File: src/rtl/mem_stage_pkg.sv
// Shared definitions for the MEM stage: memory op encodings, FSM states and
// per-op helpers (byte count, load/store classification).
package mem_stage_pkg;

    localparam int DATA_W    = 32;
    localparam int REG_IDX_W = 5;
    localparam int MEM_OP_W  = 4;

    localparam logic [DATA_W-1:0] ZERO32 = '0;

    typedef enum logic [MEM_OP_W-1:0] {
        OP_NONE = 4'd0,
        OP_LB   = 4'd1,
        OP_LH   = 4'd2,
        OP_LW   = 4'd3,
        OP_LBU  = 4'd4,
        OP_LHU  = 4'd5,
        OP_SB   = 4'd6,
        OP_SH   = 4'd7,
        OP_SW   = 4'd8
    } mem_op_t;

    typedef enum logic [1:0] {
        ST_IDLE = 2'd0,
        ST_BUSY = 2'd1,
        ST_DONE = 2'd2
    } state_t;

    function automatic logic op_is_load(input logic [MEM_OP_W-1:0] op);
        return (op == OP_LB) || (op == OP_LH) || (op == OP_LW) ||
               (op == OP_LBU) || (op == OP_LHU);
    endfunction

    function automatic logic op_is_store(input logic [MEM_OP_W-1:0] op);
        return (op == OP_SB) || (op == OP_SH) || (op == OP_SW);
    endfunction

    // Index of the final byte of the access (byte count minus one).
    function automatic logic [1:0] op_last_byte(input logic [MEM_OP_W-1:0] op);
        case (op)
            OP_LH, OP_LHU, OP_SH: return 2'd1;
            OP_LW, OP_SW:         return 2'd3;
            default:              return 2'd0;
        endcase
    endfunction

endpackage

File: src/rtl/mem_load_ext.sv
// Sign/zero extension of the byte-assembled load word according to the op.
import mem_stage_pkg::*;

module mem_load_ext (
    input  logic [MEM_OP_W-1:0] op,
    input  logic [DATA_W-1:0]   word,
    output logic [DATA_W-1:0]   value
);

    always_comb begin
        value = ZERO32;
        case (op)
            OP_LB:   value = {{24{word[7]}}, word[7:0]};
            OP_LBU:  value = {24'd0, word[7:0]};
            OP_LH:   value = {{16{word[15]}}, word[15:0]};
            OP_LHU:  value = {16'd0, word[15:0]};
            OP_LW:   value = word;
            default: value = ZERO32;
        endcase
    end

endmodule

File: src/rtl/mem_stage.sv
// RV32I memory-access stage: pass-through for ALU ops, byte-serial little-endian
// loads/stores over an 8-bit controller port with a pipeline stall.
import mem_stage_pkg::*;

module mem_stage #(
    parameter int ADDR_WIDTH = 32
) (
    input  logic                  clk_in,
    input  logic                  rst_in,
    input  logic                  rdE_in,
    input  logic [REG_IDX_W-1:0]  rdIdx_in,
    input  logic [DATA_W-1:0]     rdData_in,
    input  logic [MEM_OP_W-1:0]   memOp_in,
    input  logic [DATA_W-1:0]     storeData_in,
    output logic                  memReq_out,
    output logic                  memWE_out,
    output logic [ADDR_WIDTH-1:0] memAddr_out,
    output logic [7:0]            memData_out,
    input  logic [7:0]            memData_in,
    input  logic                  memAck_in,
    output logic                  stall_out,
    output logic                  rdE_out,
    output logic [REG_IDX_W-1:0]  rdIdx_out,
    output logic [DATA_W-1:0]     rdData_out
);

    state_t                state;
    state_t                state_next;
    logic [MEM_OP_W-1:0]   op_q;
    logic [ADDR_WIDTH-1:0] addr_q;
    logic [DATA_W-1:0]     store_q;
    logic                  rde_q;
    logic [REG_IDX_W-1:0]  idx_q;
    logic [1:0]            cnt;
    logic [DATA_W-1:0]     asm_q;
    logic [DATA_W-1:0]     load_value;
    logic                  op_valid;
    logic                  last_byte;

    // Undefined op codes fall out of both classes and behave as NONE.
    assign op_valid  = op_is_load(memOp_in) || op_is_store(memOp_in);
    assign last_byte = (cnt == op_last_byte(op_q));

    mem_load_ext u_load_ext (
        .op    (op_q),
        .word  (asm_q),
        .value (load_value)
    );

    always_ff @(posedge clk_in) begin
        if (rst_in) begin
            state   <= ST_IDLE;
            op_q    <= OP_NONE;
            addr_q  <= '0;
            store_q <= '0;
            rde_q   <= 1'b0;
            idx_q   <= '0;
            cnt     <= 2'd0;
            asm_q   <= '0;
        end else begin
            state <= state_next;
            case (state)
                ST_IDLE: begin
                    if (op_valid) begin
                        op_q    <= memOp_in;
                        addr_q  <= rdData_in[ADDR_WIDTH-1:0];
                        store_q <= storeData_in;
                        rde_q   <= rdE_in;
                        idx_q   <= rdIdx_in;
                        cnt     <= 2'd0;
                        asm_q   <= '0;
                    end
                end
                ST_BUSY: begin
                    if (memAck_in) begin
                        if (op_is_load(op_q)) begin
                            asm_q[{cnt, 3'b000} +: 8] <= memData_in;
                        end
                        if (!last_byte) begin
                            cnt <= cnt + 2'd1;
                        end
                    end
                end
                default: ;
            endcase
        end
    end

    always_comb begin
        state_next  = state;
        memReq_out  = 1'b0;
        memWE_out   = 1'b0;
        memAddr_out = '0;
        memData_out = 8'd0;
        stall_out   = 1'b0;
        rdE_out     = 1'b0;
        rdIdx_out   = '0;
        rdData_out  = ZERO32;
        case (state)
            ST_IDLE: begin
                if (op_valid) begin
                    stall_out  = 1'b1;
                    state_next = ST_BUSY;
                end else begin
                    rdE_out    = rdE_in;
                    rdIdx_out  = rdIdx_in;
                    rdData_out = rdData_in;
                end
            end
            ST_BUSY: begin
                stall_out   = 1'b1;
                memReq_out  = 1'b1;
                memWE_out   = op_is_store(op_q);
                memAddr_out = addr_q + ADDR_WIDTH'(cnt);
                memData_out = store_q[{cnt, 3'b000} +: 8];
                if (memAck_in && last_byte) begin
                    state_next = ST_DONE;
                end
            end
            ST_DONE: begin
                // EX/MEM advances on this edge, so returning to IDLE cannot re-issue.
                rdIdx_out  = idx_q;
                rdE_out    = rde_q && op_is_load(op_q);
                rdData_out = load_value;
                state_next = ST_IDLE;
            end
            default: state_next = ST_IDLE;
        endcase
    end

endmodule

File: config.mk
export PLATFORM = sky130hd
export DESIGN_NAME = mem_stage
export DESIGN_NICKNAME = d
export VERILOG_FILES = /design/src/rtl/mem_stage_pkg.sv /design/src/rtl/mem_load_ext.sv /design/src/rtl/mem_stage.sv
export SDC_FILE = /design/constraint.sdc
export NUM_CORES = 1
export LEC_CHECK = 0
export BUFFER_PORTS_ARGS = -buffer_cell sky130_fd_sc_hd__buf_2
export CAP_MARGIN = 20
export CORE_ASPECT_RATIO = 1.2
export CORE_UTILIZATION = 48
export DETAILED_ROUTE_END_ITERATION = 10
export PLACE_DENSITY = 0.81
export SYNTH_ARGS = -nofsm -noshare
export SYNTH_HDL_FRONTEND = slang
export SYNTH_SLANG_ARGS = --single-unit
File: constraint.sdc
create_clock -name clk_in -period 2.1 [get_ports clk_in]
set_clock_uncertainty 0.05 [all_clocks]
set_input_delay 0.105 -clock clk_in [delete_from_list [all_inputs] [get_ports clk_in]]
set_output_delay 0.105 -clock clk_in [all_outputs]
set_load 0.02 [all_outputs]
==> out/metrics.csv, run 1 <==
metric;value;unit
dr.pass1.iters;6;
die_w;104;um
violations;setup timing;
wirelength;22800;um
nFillCells;780;
ir_drop;0.517;mV
ff2ff_setup_slack;-0.02;ns
timing.rr.end;asm_q[7];
hold_depth;3;
hold_violations;0;
tightest_slew;0.704;ns
final_area;0.00928;mm^2
grt_pass1_vias;6745;
worst-path-max-fanout;2;
drt_iter0_drc;634;
slew-limit-headroom;53.1;%
cts_sinks;110;
wl_per_cell;18.0;um
reg2reg_from;cnt[1];
worstSetupPathType;reg -> out;
netlist_instances;825;
ant_nets;0;
syn_nets;917;
initial_core_util;49.3;%
yosysWarnings;0;
grt_pass1_wl;32100;um
grt_overflow_total;0;
p_per_area;627;mW/mm^2
die_h;124;um
cts-root-buf;clkbuf_16;
fin_ws;-0.392;ns
max_freq;401;MHz
period_share;119;%
routabilityCongestion;0.896;
async_flop_share;0;%
grt_max_degree;66;
dpl-instance-area;0.00727;mm^2
multiInputGateArea;0.00398;mm^2
postSynthAreaPerCell;7.23;um^2
hp-class;in -> reg;
seq_area;0.00222;mm^2
grt_usage;31.2;%
end_kind;primary output;
clk_pin_slew;0.08;ns
hold_end;asm_q[20];
leakage;3.84;nW
status;finished with violations;
ys_seq_elements;110;
cp-start-kind;flip-flop;
portBuffers;165;
core;0.0121;mm^2
synth_top_flop_cell;dfxtp_1;
rsz0062_at_grt;true;
reg2reg_depth;9;
vias;7417;
arrival;2.34;ns
ios;166;
power.total;5.82;mW
htreeDepth;3;
cp.required;1.95;ns
antenna_found_initial;0;
antenna_cells;0;
synth_cell_types;51;
setup_viol;29;
yosysSeqAreaShare;36.9;%
nets;1189;
cap_violations;0;
clockBufferDepth;2;
drive_above_1_share;33.3;%
via_per_inst;5.87;
synth_area;0.00597;mm^2
rows;44;
slew_viol_final;0;
synth_edf_count;0;
min_from;memData_in[4];
clk_latency;0.35;ns
layout_min_cycle_time;2.49;ns
hpwl;12300;um
dieArea;0.0129;mm^2
cts_tree;built;
syn2layout_area_growth;55.6;%
drc;0;
cts_buffers;9;
-- kinds of logic (layout without fill, tap and decap cells) --
| logic type | Yosys count | in the layout | share of synthesized area (%) |
|---|---|---|---|
| buf+inv | 70 | 347 | 4.68 |
| xor+xnor | 26 | 26 | 3.82 |
| fa+ha+maj | 7 | 7 | 1.59 |
| mux | 8 | 8 | 3.02 |
| flops | 110 | 110 | 36.9 |
| simple gates | 402 | 402 | 30.3 |
| compound gates | 202 | 202 | 19.7 |
-- critical path, cell delays in order, from the launching register on --
cell and delay (ns):
dfxtp_2 0.34, ha_4 0.27, a21oi_4 0.06, nor3_2 0.17
or4b_4 0.50, or3_4 0.36, a21oi_4 0.15, buf_6 0.13
-- state kept, by name (all words and copies together) (netlist names) --
signal	count
addr_q	32
state	2
op_q	4
cnt	2
store_q	32
idx_q	5
asm_q	32
rde_q	1
-- metal layers --
layer	share of wire [%]	wire length, um	vias up	track usage [%]
met2	53	12100	430	58.9
met4	5.2	1180	0	15.9
met3	5.8	1310	107	4.34
met1	36	8210	3500	34.5
li1	-	-	3380	-
met5	0	0	-	0
-- worst max path at each step --
stage | start | slack (ns) | to
after floorplan | cnt[1] | -0.05 | memAddr_out[31]
after global placement | cnt[1] | -0.09 | memAddr_out[31]
after detailed placement | addr_q[1] | -0.12 | memAddr_out[31]
after CTS | addr_q[1] | -0.35 | memAddr_out[31]
after global routing | cnt[1] | -0.45 | memAddr_out[31]
final | cnt[1] | -0.39 | memAddr_out[31]
-- per-stage QoR --
step	worst slack, ns	util, %	hold slack [ns]	setup TNS (ns)	std cells
4_1_cts	-0.347	73.3	0.00537	-3.49	1254
6_report	-0.392	76.7	0.0135	-5.38	1263
5_1_grt	-0.451	76.7	0.0198	-8.28	1263
2_1_floorplan	-0.0476	-	0.153	-0.0476	825
3_3_place_gp	-0.0915	60.0	0.277	-0.172	1151
3_5_place_dp	-0.120	60.0	0.283	-0.200	1151
-- cells in the mapped netlist (all sizes together), types with 8 or more instances --
| cell | instances | share of area, % |
|---|---|---|
| xor2 | 9 | 1.3 |
| a21oi | 141 | 12 |
| nor3 | 10 | 1.0 |
| nor4 | 8 | 0.84 |
| xnor2 | 17 | 2.5 |
| and2 | 14 | 1.5 |
| a21o | 21 | 2.6 |
| a2bb2oi | 8 | 1.2 |
| nor2 | 57 | 3.6 |
| dfxtp | 110 | 37 |
| inv | 10 | 0.63 |
| buf | 21 | 1.6 |
| nand2 | 225 | 14 |
| nand3 | 49 | 4.4 |
| clkbuf | 39 | 2.5 |
| mux4 | 8 | 3.0 |
| a22oi | 14 | 1.8 |
-- power breakdown --
group | switching [mW] | internal, mW
Combinational | 0.925 | 0.672
Clock | 0.842 | 1.07
Sequential | 0.0986 | 2.22
Total | 1.87 | 3.95
-- cells in the final DEF (no fill, tap or decap), types with 5 or more instances in the layout --
| cell type | count |
|---|---|
| and4_4 | 5 |
| nor2_1 | 54 |
| xor2_1 | 9 |
| and2_1 | 11 |
| nor3_4 | 5 |
| nand4_1 | 7 |
| nand3_1 | 41 |
| mux4_2 | 8 |
| clkbuf_16 | 11 |
| a22oi_1 | 14 |
| a2bb2oi_2 | 6 |
| xnor2_1 | 14 |
| a21o_1 | 21 |
| a21oi_2 | 24 |
| buf_12 | 6 |
| nand3_2 | 5 |
| nand2_1 | 224 |
| buf_4 | 94 |
| buf_2 | 126 |
| a21oi_1 | 114 |
| buf_6 | 15 |
| dlygate4sd3_1 | 74 |
| o21ai_0 | 5 |
| dfxtp_2 | 6 |
| inv_1 | 9 |
| nor4_4 | 6 |
| dfxtp_1 | 102 |
-- timing repair --
| action | CTS | global route |
|---|---|---|
| endpoints found under the hold margin | 74 | 0 |
| hold buffers | 74 | 0 |
| gates cloned | 3 | 3 |
| endpoints found under the setup margin | 70 | 148 |
| setup buffers | 11 | 6 |
| pin swaps | 15 | 30 |
| resized for setup | 94 | 73 |
-- final cells by class --
class | instances | area share, %
flip-flops and latches | 110 | 23.9
repair buffers | 321 | 27.1
clock inverters | 7 | 1.13
inverters | 10 | 0.404
multi-input cells | 645 | 42.9
clock buffers | 9 | 2.43
well taps | 161 | 2.17
(Power assumes the default switching activity.)
==> run 2, diff against run 1 <==
--- a/config.mk
+++ b/config.mk
@@ -7,8 +7,10 @@
 export LEC_CHECK = 0
 export BUFFER_PORTS_ARGS = -buffer_cell sky130_fd_sc_hd__buf_2
 export CAP_MARGIN = 20
+export CELL_PAD_IN_SITES_DETAIL_PLACEMENT = 1
+export CELL_PAD_IN_SITES_GLOBAL_PLACEMENT = 2
 export CORE_ASPECT_RATIO = 1.2
-export CORE_UTILIZATION = 48
+export CORE_UTILIZATION = 26
 export DETAILED_ROUTE_END_ITERATION = 10
 export PLACE_DENSITY = 0.81
 export SYNTH_ARGS = -nofsm -noshare
==> run 2 against run 1 <==
Net effect:
- the flow still finishes with violations (setup timing)
- global-route usage down 10 points
- hold slack worse by 0.0038 ns
- power down 1.5%
- sequential power hardly changed
- utilization shrank 34 points
- final cell count increased by 10%
- register-to-register slack improved by 0.08 ns
- clock power is 6% lower
==> out/metrics.csv, run 2 (same netlist as run 1, synthesis figures left out) <==
metric;value;unit
rows;60;
syn2layout_area_growth;58.8;%
grt_pass1_wl;38500;um
reg2reg_from;op_q[3];
p_comb_share;28.5;%
hp-class;in -> reg;
swShare;34.3;%
ant_nets;0;
reg2reg_depth;8;
dieArea;0.0236;mm^2
seq_area;0.00222;mm^2
wirelength;24700;um
antenna_cells;0;
drc;0;
final_common_cell;nand2_1;
nFillCells;2712;
hold_violations;0;
p_int;3.77;mW
antenna_found_initial;0;
slew_viol_final;0;
cts_sinks;110;
layout_common_cells;nand2_1, buf_2, a21oi_1;
grt_overflow_total;0;
p_clk_share;31.3;%
core;0.0224;mm^2
fin_util;42.2;%
layout_min_cycle_time;2.51;ns
worstSetupPathType;reg -> out;
min_from;rdData_in[17];
cp-start-kind;flip-flop;
critPathLaunch;cnt[1];
htreeDepth;3;
grt_pass1_vias;7243;
max_freq;398;MHz
initial_core_util;26.6;%
p_switching;1.97;mW
via_per_inst;4.99;
clk_pin_slew;0.08;ns
grt_usage;20.9;%
nets;1199;
cap_violations;0;
ir_drop;0.372;mV
fin_ws;-0.415;ns
drive_above_1_share;34.4;%
hold_end;addr_q[17];
cts_tree;built;
period_share;120;%
ff2ff_setup_slack;0.06;ns
finalNonFillerCells;1391;
cts_buffers;9;
vias;6947;
clk_latency;0.36;ns
post-place-cells;1278;
drt_iter0_drc;175;
cp.required;1.95;ns
end_kind;primary output;
power.total;5.73;mW
largestRegisters;addr_q: 32 flops, asm_q: 32 flops, store_q: 32 flops;
multiInputGateArea;0.00398;mm^2
routabilityCongestion;0.830;
ios;166;
violations;setup timing;
cts-root-buf;clkbuf_16;
die_w;140;um
dr.pass1.iters;5;
hold_depth;3;
worst-path-max-fanout;2;
wl_per_cell;17.7;um
clockBufferDepth;2;
p_per_area;605;mW/mm^2
slew-limit-headroom;63.9;%
status;finished with violations;
grt_max_degree;45;
leakage;3.82;nW
tightest_slew;0.537;ns
hpwl;16700;um
p_seq_share;40.2;%
setup_viol;33;
portBuffers;165;
rsz0062_at_grt;true;
timing.rr.end;cnt[1];
arrival;2.36;ns
die_h;168;um
[run 2: cell count changes in the layout (fill, tap and decap cells not counted), sizes merged]
cell         previous run  this run
inv                    13        16
dlygate4sd3            74        78
clkinvlp                1         0
bufinv                  2         0
buf                   245       253
clkbuf                 11         9
[run 2: per-layer routing]
metal / global-route usage [%] / share of wire (%) / up-vias
li1: - / - / 3383
met3: 3.30 / 3.8 / 48
met5: 0 / 0 / -
met4: 7.84 / 3.2 / 0
met1: 23.1 / 41 / 3341
met2: 39.7 / 52 / 175
[run 2: worst max path at each step]
stage / endpoint / slack (ns)
floorplan: memAddr_out[31] / -0.05
global placement: memAddr_out[31] / -0.15
detailed placement: memAddr_out[31] / -0.20
CTS: memAddr_out[31] / -0.43
global route: memAddr_out[31] / -0.46
finish: memAddr_out[31] / -0.41
[run 2: critical path, cell delays in order (launching register included)]
cell	delay (ns)
dfxtp_2	0.36
ha_4	0.28
a21oi_4	0.06
nor3_4	0.15
or4b_4	0.49
or3_4	0.36
a21oi_4	0.16
buf_6	0.13
[run 2: repair_timing]
action / 4_1_cts / 5_1_grt
setup endpoints to repair: 59 / 65
endpoints found under the hold margin: 81 / 0
pin swaps: 33 / 52
gates resized for setup: 107 / 76
setup buffers: 13 / 4
gates cloned: 3 / 0
hold buffers: 78 / 0
[run 2: power by group through the flow]
stage	combinational (mW)	clock, mW	sequential, mW
after floorplan	0.756	0	2.34
after global placement	1.31	0	2.34
after detailed placement	1.32	0	2.35
after CTS	1.58	1.84	2.30
after global routing	1.77	1.93	2.32
final	1.64	1.80	2.30
[run 2: layout make-up]
type,count,share of cell area [%]
Clock buffer,9,2.38
Multi-Input combinational cell,645,42.0
Clock inverter,7,0.832
Inverter,10,0.396
Tap cell,279,3.68
Timing Repair Buffer,331,27.3
Sequential cell,110,23.4
[run 2: stage by stage]
stage	hold slack (ns)	setup TNS (ns)	setup WS, ns	cell area [um^2]
2_1_floorplan	0.153	-0.0476	-0.0476	6000
3_5_place_dp	0.282	-1.03	-0.196	7520
3_3_place_gp	0.276	-0.537	-0.154	7520
4_1_cts	0.00368	-5.83	-0.427	9180
6_report	0.00968	-4.34	-0.415	9480
5_1_grt	0.0151	-9.11	-0.459	9480
==> run 3, diff against run 2 <==
--- a/config.mk
+++ b/config.mk
@@ -13,6 +13,7 @@
 export CORE_UTILIZATION = 26
 export DETAILED_ROUTE_END_ITERATION = 10
 export PLACE_DENSITY = 0.81
+export SKIP_CTS_REPAIR_TIMING = 1
 export SYNTH_ARGS = -nofsm -noshare
 export SYNTH_HDL_FRONTEND = slang
 export SYNTH_SLANG_ARGS = --single-unit
==> run 3 against run 2 <==
Net effect:
- the flow finishes with violations (hold timing, setup timing)
- hold slack worse by 0.033 ns
- non-clock buffer count is 10 lower
- via count is 1.4% lower
- global-route usage is 2.1 points lower
- die area stayed put
- critical path depth stayed put
- sequential power hardly changed
- fmax is 0.28% lower
- register-to-register slack better by 0.06 ns
- clock power hardly changed
- first-iteration DRC count is 35% higher
- power is 0.63% lower
- largest power group unchanged
==> out/metrics.csv, run 3 (same netlist as run 1, synthesis figures left out) <==
metric;value;unit
worstSetupPathType;reg -> out;
grt_pass1_wl;34700;um
clk_latency;0.37;ns
leakage;3.71;nW
period_share;120;%
die_w;140;um
clk_pin_slew;0.09;ns
clockBufferDepth;2;
htreeDepth;3;
p_per_area;610;mW/mm^2
antenna_cells;0;
layout_common_cells;nand2_1, buf_2, a21oi_1;
ir_drop;0.387;mV
slew_viol_final;0;
place_ws;-0.196;ns
core;0.0224;mm^2
hpwl;16700;um
rows;60;
post-place-cells;1278;
final_common_cell;nand2_1;
rsz0062_at_grt;true;
slew-limit-headroom;65.0;%
tightest_slew;0.526;ns
critPathTopFamily;simple AND/OR/NAND/NOR gates;
grt_pass1_vias;6447;
hold_violations;3;
worst-path-max-fanout;2;
syn2layout_area_growth;56.5;%
die_h;168;um
cap_violations;0;
antenna_found_initial;0;
drt_iter0_drc;237;
grt_usage;18.8;%
layout_min_cycle_time;2.52;ns
drc;0;
ant_nets;0;
status;finished with violations;
hp-class;in -> reg;
final_area;0.00934;mm^2
wirelength;24200;um
max_freq;397;MHz
vias;6853;
portBuffers;165;
initial_core_util;26.6;%
slowest_delay;0.50;ns
setup_viol;34;
largestRegisters;addr_q: 32 flops, asm_q: 32 flops, store_q: 32 flops;
routabilityCongestion;0.830;
wl_per_cell;17.5;um
multiInputGateArea;0.00399;mm^2
fin_util;41.6;%
fin_ws;-0.422;ns
cp_common_cell;a21oi_4;
finalNonFillerCells;1382;
seq_area;0.00221;mm^2
grt_overflow_total;0;
dpl-instance-area;0.00752;mm^2
dr.pass1.iters;4;
end_kind;primary output;
critPathSlowestCell;or4b_4;
worstPathCellList;ha_4, a21oi_4, nor3_4, or4b_4, or3_4, a21oi_4, buf_6;
cts-root-buf;clkbuf_16;
cts_sinks;110;
cts_tree;built;
cp-start-kind;flip-flop;
nets;1190;
final.setup.tns;-5.14;ns
ios;166;
violations;hold timing, setup timing;
critPathBufInv;1;
grt_max_degree;45;
via_per_inst;4.96;
whs;-0.0238;ns
cts_buffers;9;
cp.required;1.95;ns
dieArea;0.0236;mm^2
nFillCells;2717;
drive_above_1_share;34.4;%
arrival;2.37;ns
run 3: cell count changes in the layout (fill, tap and decap cells not counted), moves of 4 or more:
| cell | change |
|---|---|
| dlygate4sd3_1 | -6 |
| nand2_1 | +10 |
| nor2_2 | +4 |
| a22oi_1 | -6 |
| nand2_2 | -9 |
| a22oi_2 | +6 |
| buf_6 | -5 |
run 3: area by class of cell:
class	instances	share of cell area (%)
repair buffers	321	26.2
multi-input cells	646	42.7
clock buffers	9	2.41
inverters	10	0.442
clock inverters	7	0.844
flip-flops and latches	110	23.7
well taps	279	3.74
run 3: power by group:
group | internal (mW) | switching [mW]
Combinational | 0.666 | 0.930
Sequential | 2.22 | 0.0930
Clock | 0.860 | 0.934
run 3: path summary, 6_finish.rpt:
| check | start | endpoint | slack (ns) | cells past startpoint |
|---|---|---|---|---|
| worst min-delay path | rdData_in[13] | addr_q[13] | -0.02 | 3 |
| worst min register to register | asm_q[21] | asm_q[21] | 0.41 | 2 |
| worst max-delay path | cnt[1] | memAddr_out[31] | -0.42 | 7 |
| worst max register to register | op_q[1] | cnt[0] | 0.12 | 8 |
run 3: per-stage QoR:
step	power (mW)	hold slack, ns
6_report	5.70	-0.0238
5_1_grt	5.99	-0.00215
4_1_cts	5.46	-0.115
3_5_place_dp	3.67	0.282
3_3_place_gp	3.65	0.276
2_1_floorplan	3.10	0.153
run 3: worst reg2reg max path, cell delays in order, from the launching register on:
cell	delay, ns
dfxtp_2	0.34
buf_6	0.13
buf_4	0.13
nand3b_1	0.12
a2111oi_4	0.09
a41o_1	0.26
or3_1	0.36
a221oi_2	0.30
buf_4	0.15
run 3: per-layer routing:
metal | global-route usage (%) | routed length, um
met1 | 22.2 | 10000
met2 | 33.5 | 12700
met3 | 3.53 | 815
met4 | 7.02 | 651
met5 | 0 | 0
